`src/rtl/pio_cmd_sequencer.sv`:
```
// pio_cmd_sequencer
//   Takes HPS instructions from a PIO export. The fields are op [2:0], addr [19:3],
//   wdata [27:20] and mode [28]. A rising edge of pio_enable submits the word.
//   The block decodes each command and issues it to the coprocessor datapath with a
//   req/ack handshake, one command at a time. It reports status flags and the last
//   LOAD result back to the HPS. A watchdog aborts datapath commands that never ack.
//
//   Handshake: dp_req rises when a command enters ISSUE and stays high, with
//   dp_op/dp_addr/dp_wdata/dp_mode held stable, until the cycle that dp_ack=1.
//   dp_rdata and dp_err are sampled only on the dp_req&dp_ack cycle.
//
// Ports
//   clk_clk, reset_reset        clock, synchronous active-high reset
//   pio_instruct, pio_enable    instruction word and submit strobe (rising edge)
//   pio_flags                   [0] done [1] error [2] busy [3] overflow
//   pio_data_out                result of the last successful LOAD
//   dp_req/op/addr/wdata/mode   datapath command outputs
//   dp_ack, dp_rdata, dp_err    datapath response inputs
module pio_cmd_sequencer #(
    parameter int OP_W    = 3,
    parameter int ADDR_W  = 17,
    parameter int DATA_W  = 8,
    parameter int TIMEOUT = 1024,
    parameter int CNT_W   = 16
) (
    input  logic                           clk_clk,
    input  logic                           reset_reset,
    input  logic [OP_W+ADDR_W+DATA_W:0]    pio_instruct,
    input  logic                           pio_enable,
    output logic [3:0]                     pio_flags,
    output logic [DATA_W-1:0]              pio_data_out,
    output logic                           dp_req,
    output logic [OP_W-1:0]                dp_op,
    output logic [ADDR_W-1:0]              dp_addr,
    output logic [DATA_W-1:0]              dp_wdata,
    output logic                           dp_mode,
    input  logic                           dp_ack,
    input  logic [DATA_W-1:0]              dp_rdata,
    input  logic                           dp_err
);

    localparam logic [OP_W-1:0]  OP_NOP     = OP_W'(0);
    localparam logic [OP_W-1:0]  OP_LOAD    = OP_W'(1);
    localparam logic [OP_W-1:0]  OP_DPRESET = OP_W'(4);
    // Last watchdog count before abort; unused when TIMEOUT is 0.
    localparam logic [CNT_W-1:0] WDOG_LAST  = CNT_W'((TIMEOUT > 0) ? TIMEOUT - 1 : 0);

    typedef enum logic [1:0] {
        S_IDLE     = 2'd0,
        S_DECODE   = 2'd1,
        S_ISSUE    = 2'd2,
        S_COMPLETE = 2'd3
    } state_e;

    state_e              state_q, state_d;
    logic                en_q, en_d;
    logic [OP_W-1:0]     op_q, op_d;
    logic [ADDR_W-1:0]   addr_q, addr_d;
    logic [DATA_W-1:0]   wdata_q, wdata_d;
    logic                mode_q, mode_d;
    logic [CNT_W-1:0]    wdog_q, wdog_d;
    logic                cmd_err_q, cmd_err_d;
    logic                done_q, done_d;
    logic                error_q, error_d;
    logic                busy_q, busy_d;
    logic                ovf_q, ovf_d;
    logic [DATA_W-1:0]   data_q, data_d;
    logic                submit;

    always_ff @(posedge clk_clk) begin
        if (reset_reset) begin
            state_q   <= S_IDLE;
            en_q      <= 1'b0;
            op_q      <= '0;
            addr_q    <= '0;
            wdata_q   <= '0;
            mode_q    <= 1'b0;
            wdog_q    <= '0;
            cmd_err_q <= 1'b0;
            done_q    <= 1'b0;
            error_q   <= 1'b0;
            busy_q    <= 1'b0;
            ovf_q     <= 1'b0;
            data_q    <= '0;
        end else begin
            state_q   <= state_d;
            en_q      <= en_d;
            op_q      <= op_d;
            addr_q    <= addr_d;
            wdata_q   <= wdata_d;
            mode_q    <= mode_d;
            wdog_q    <= wdog_d;
            cmd_err_q <= cmd_err_d;
            done_q    <= done_d;
            error_q   <= error_d;
            busy_q    <= busy_d;
            ovf_q     <= ovf_d;
            data_q    <= data_d;
        end
    end

    always_comb begin
        state_d   = state_q;
        en_d      = pio_enable;
        op_d      = op_q;
        addr_d    = addr_q;
        wdata_d   = wdata_q;
        mode_d    = mode_q;
        wdog_d    = wdog_q;
        cmd_err_d = cmd_err_q;
        done_d    = done_q;
        error_d   = error_q;
        busy_d    = busy_q;
        ovf_d     = ovf_q;
        data_d    = data_q;
        submit    = pio_enable & ~en_q;

        case (state_q)
            S_IDLE: begin
                if (submit) begin
                    op_d    = pio_instruct[OP_W-1:0];
                    addr_d  = pio_instruct[OP_W+ADDR_W-1:OP_W];
                    wdata_d = pio_instruct[OP_W+ADDR_W+DATA_W-1:OP_W+ADDR_W];
                    mode_d  = pio_instruct[OP_W+ADDR_W+DATA_W];
                    done_d  = 1'b0;
                    error_d = 1'b0;
                    ovf_d   = 1'b0;
                    busy_d  = 1'b1;
                    state_d = S_DECODE;
                end
            end
            S_DECODE: begin
                if (op_q != OP_NOP && op_q <= OP_DPRESET) begin
                    wdog_d  = '0;
                    state_d = S_ISSUE;
                end else begin
                    // NOP completes cleanly; codes above DPRESET are illegal.
                    cmd_err_d = (op_q > OP_DPRESET);
                    state_d   = S_COMPLETE;
                end
            end
            S_ISSUE: begin
                // An ack on the watchdog's last cycle takes priority over the abort.
                if (dp_ack) begin
                    cmd_err_d = dp_err;
                    if (op_q == OP_LOAD && !dp_err) begin
                        data_d = dp_rdata;
                    end
                    state_d = S_COMPLETE;
                end else if (TIMEOUT != 0 && wdog_q == WDOG_LAST) begin
                    cmd_err_d = 1'b1;
                    state_d   = S_COMPLETE;
                end else begin
                    wdog_d = wdog_q + 1'b1;
                end
            end
            S_COMPLETE: begin
                done_d  = 1'b1;
                error_d = cmd_err_q;
                busy_d  = 1'b0;
                state_d = S_IDLE;
            end
            default: state_d = S_IDLE;
        endcase

        // A submit while a command is in flight is dropped but remembered.
        if (state_q != S_IDLE && submit) begin
            ovf_d = 1'b1;
        end
    end

    assign dp_req       = (state_q == S_ISSUE);
    assign dp_op        = op_q;
    assign dp_addr      = addr_q;
    assign dp_wdata     = wdata_q;
    assign dp_mode      = mode_q;
    assign pio_flags    = {ovf_q, busy_q, error_q, done_q};
    assign pio_data_out = data_q;

endmodule

```
`config.mk`:
```
export PLATFORM = sky130hd
export DESIGN_NAME = pio_cmd_sequencer
export DESIGN_NICKNAME = d
export VERILOG_FILES = /design/src/rtl/pio_cmd_sequencer.sv
export SDC_FILE = /design/constraint.sdc
export NUM_CORES = 1
export LEC_CHECK = 0
export BUFFER_PORTS_ARGS = -buffer_cell sky130_fd_sc_hd__buf_2
export CORE_ASPECT_RATIO = 0.7
export CORE_UTILIZATION = 50
export DETAILED_ROUTE_END_ITERATION = 16
export PLACE_DENSITY = 0.83
export SYNTH_ARGS = -nofsm -noshare
export SYNTH_HDL_FRONTEND = slang
export SYNTH_SLANG_ARGS = --single-unit
```
`constraint.sdc`:
```
create_clock -name clk_clk -period 2.6 [get_ports clk_clk]
set_input_delay 0.39 -clock clk_clk [delete_from_list [all_inputs] [get_ports clk_clk]]
set_output_delay 0.39 -clock clk_clk [all_outputs]
set_load 0.03 [all_outputs]
```
==> qor_table.md <==
| Parameter | This run | Unit |
|---|---|---|
| Outcome | completed | - |
| Diodes inserted | 0 | - |
| Largest clock skew in the final design | 0.00766 | ns |
| Netlist area before placement | 2660 | um^2 |
| Placed cell area | 3100 | um^2 |
| Vias in the first global route | 2475 | - |
| Latest clock arrival within the worst-skew pair | 0.33 | ns |
| Post-detailed-route DRC marker count | 0 | - |
| Worst path cell trace | ha_1, nand3_2, nor4_2, o21ai_1, a21oi_2, a211o_1 | - |
| Drt via density | 5.34 | - |
| Worst path required time | 2.88 | ns |
| Total count of max-transition violations in the final report | 0 | - |
| Class of the most critical setup path | reg2reg | - |
| Setup TNS | 0 | ns |
| Number of warnings printed during yosys synthesis | 0 | - |
| Final standard cell utilization of the core | 66.7 | % |
| Worst setup slack after placement | 0.451 | ns |
| PwrDens | 880 | nW/um^2 |
| Register clock-pin slew on the reported worst setup and hold paths | 0.07 | ns |
| Post-synth EDFFs | 0 | - |
| Post-Synthesis Mean Instance Area | 8.38 | um^2 |
| Critical path arrival | 2.48 | ns |
| Number of hold-slack violations in the final timing report | 0 | - |
| # setup viols final | 0 | - |
| PortBufs | 83 | - |
| Total wirelength of the detailed-routed design | 6.15 | mm |
| Horiz. Die Dim | 89.1 | um |
| Reg area | 1220 | um^2 |
| Max Clock Freq | 0.454 | GHz |
| Cell total after placement | 456 | - |
| Post-CTS setup buffer count | 0 | - |
| Number of hold buffers added after cts | 0 | - |
| Class of the most critical hold timing path | in2reg | - |
| Wire length of the first global-routing pass | 10.6 | mm |
| Global Route Usage Sum | 24.9 | % |
| Total power after layout | 2.90 | mW |
| Initial core utilization | 53.7 | % |
| Max Buffers Root-to-Sink | 2 | - |
| Crit-path max cell delay | 0.49 | ns |
| Top fanout value on the critical path | 10 | - |
| Share of synthesized registers carrying an async set or reset | 0 | % |
| WP buf/inv | 0 | - |
| Cell at the root of the clock tree | sky130_fd_sc_hd__clkbuf_8 | - |
| Number of antenna violations at the first check in global routing | 0 | - |
| Critical path endpoint category | register | - |
| Share of final-layout standard cells stronger than drive strength 1 | 28.4 | % |
| Post-detail-place hpwl | 4.38 | mm |
| Inserted Clock Buffers | 9 | - |
| Net count after synthesis | 366 | - |
| Height of the chip | 63.0 | um |
| Routability congestion estimate | 0.857 | - |
| First-pass DRT Iterations | 5 | - |
| Final WS setup | 0.399 | ns |
| Number of maximum-capacitance violations | 0 | - |
| Netlist cell types | 46 | - |
| Flop2flop setup slack | 0.40 | ns |
| Antenna violation net count after detailed routing | 0 | - |
| Maximum VDD drop | 0.525 | mV |
| Maximum number of pins on one net before global-route repair | 30 | - |
| Share of the yosys chip area belonging to registers | 46.0 | % |
| Worst-case hold slack | 0.285 | ns |
| Die Area | 5610 | um^2 |
| Clock period minus worst slack | 2.20 | ns |
| Combined area of the multi-input logic cells | 1320 | um^2 |
| Starting DRC count in detailed routing | 277 | - |
| Startpoint Class | register | - |
| Floorplan core area | 4940 | um^2 |
| Sink count of the clock tree | 61 | - |
| Overflow left after global routing | 0 | - |
| Max-slew headroom | 60.1 | % |
| Kind of cell with the highest combined delay on the critical path | compound AO/OA/AOI/OAI gates | - |
| Register bit count reported by yosys | 61 | - |
| WL per Instance | 13.1 | um |
| Commonest register cell after synthesis | sky130_fd_sc_hd__dfxtp_1 | - |
| Area overhead of the layout relative to synthesis | 24.1 | % |
| Fill cells | 451 | - |
| Clock tree from TritonCTS | done | - |
| Slew at the pin with the worst max-slew slack | 0.593 | ns |
| Count of instances resized after the clock tree is built | 0 | - |
| Final standard cell count with taps included and fillers excluded | 471 | - |
| Layout Cell Area excl Fill | 3300 | um^2 |
| Io pins | 84 | - |
| Number of instances in the synthesized netlist | 317 | - |
| Leakage power | 1.55 | nW |
| Final clock period utilization by the worst path | 84.6 | % |
| Number of vias in the routed layout | 2515 | - |
| Setup repair after global routing missed its margin | false | - |
| Max stage delay cell, worst path | sky130_fd_sc_hd__a21oi_2 | - |
| Maximum level of the CTS H-tree | 3 | - |
| Nets@finish | 447 | - |
| FP Rows | 21 | - |
[logic make-up (layout without fill, tap and decap cells)]
group | after synthesis | after routing | synth area share, %
buf+inv | 24 | 109 | 4.38
compound gates | 71 | 71 | 16.8
mux | 9 | 9 | 3.39
fa+ha+maj | 7 | 7 | 3.30
simple gates | 145 | 145 | 26.1
flops | 61 | 61 | 46.0
[worst paths after layout]
| path | from | end | cells after the start |
|---|---|---|---|
| max | wdog_q[0]$_SDFFE_PP0P_ | wdog_q[13]$_SDFFE_PP0P_ | 6 |
| min reg2reg | dp_addr[0]$_SDFFE_PP0P_ | dp_addr[0]$_SDFFE_PP0P_ | 2 |
| max reg2reg | wdog_q[0]$_SDFFE_PP0P_ | wdog_q[13]$_SDFFE_PP0P_ | 6 |
| min | pio_enable | en_q$_SDFF_PP0_ | 2 |
[state kept, by name (all words and copies together), names as in the netlist, 2 cells and up]
signal,count
dp_wdata,8
dp_addr,17
state_q,2
pio_data_out,8
wdog_q,16
dp_op,3
[metal layers]
layer	part of all wire (%)	vias to the layer above	wire, um	global-route usage [%]
met2	46	117	2860	39.5
li1	-	1268	-	-
met1	44	1123	2700	29.3
met3	8.3	7	509	10.0
met4	1.3	0	78	10.7
met5	0	-	0	0
[placed cells by master, fill, tap and decap left out, types with 6 or more instances in the layout]
| master | n |
|---|---|
| sky130_fd_sc_hd__clkbuf_8 | 11 |
| sky130_fd_sc_hd__nor2_1 | 22 |
| sky130_fd_sc_hd__mux2i_1 | 9 |
| sky130_fd_sc_hd__buf_2 | 83 |
| sky130_fd_sc_hd__nor3_1 | 10 |
| sky130_fd_sc_hd__a21oi_1 | 33 |
| sky130_fd_sc_hd__a211o_1 | 7 |
| sky130_fd_sc_hd__nand2_1 | 72 |
| sky130_fd_sc_hd__dfxtp_1 | 61 |
| sky130_fd_sc_hd__ha_1 | 7 |
| sky130_fd_sc_hd__nand3_1 | 7 |
| sky130_fd_sc_hd__o21ai_1 | 6 |
[Yosys cell counts (2+ instances only)]
cell type	n	share of area, %
sky130_fd_sc_hd__a21oi_1	33	6.2
sky130_fd_sc_hd__a211oi_1	3	0.85
sky130_fd_sc_hd__nand2b_1	2	0.47
sky130_fd_sc_hd__nor3_1	10	1.9
sky130_fd_sc_hd__or3_1	4	0.94
sky130_fd_sc_hd__nand3_1	7	1.3
sky130_fd_sc_hd__o21ai_1	6	1.1
sky130_fd_sc_hd__nand2_1	72	10
sky130_fd_sc_hd__or2_2	2	0.47
sky130_fd_sc_hd__dfxtp_1	61	46
sky130_fd_sc_hd__o21ai_0	5	0.94
sky130_fd_sc_hd__buf_1	2	0.28
sky130_fd_sc_hd__a21o_1	2	0.57
sky130_fd_sc_hd__nand4_1	5	1.2
sky130_fd_sc_hd__a211o_1	7	2.3
sky130_fd_sc_hd__clkbuf_1	10	1.4
sky130_fd_sc_hd__a21oi_2	2	0.66
sky130_fd_sc_hd__nor2b_1	3	0.71
sky130_fd_sc_hd__nor2_1	22	3.1
sky130_fd_sc_hd__and3_1	5	1.2
sky130_fd_sc_hd__mux2i_1	9	3.4
sky130_fd_sc_hd__ha_1	7	3.3
sky130_fd_sc_hd__inv_2	2	0.28
sky130_fd_sc_hd__inv_1	5	0.71
sky130_fd_sc_hd__or4_4	2	0.85
sky130_fd_sc_hd__buf_4	4	1.1
sky130_fd_sc_hd__nor4_1	4	0.94
sky130_fd_sc_hd__o31ai_1	2	0.57
sky130_fd_sc_hd__a31oi_1	2	0.47
[power by group]
group	internal, mW	switching, mW
clock network	0.486	0.343
logic	0.296	0.670
registers	1.04	0.0628
[layout make-up]
class	count	share of cell area, %
multi-input combinational	232	40.0
sequential	61	37.1
timing repair buffer	87	13.5
clock buffer	11	4.59
tap	69	2.62
clock inverter	4	1.44
inverter	7	0.797
(Power assumes the default switching activity.)
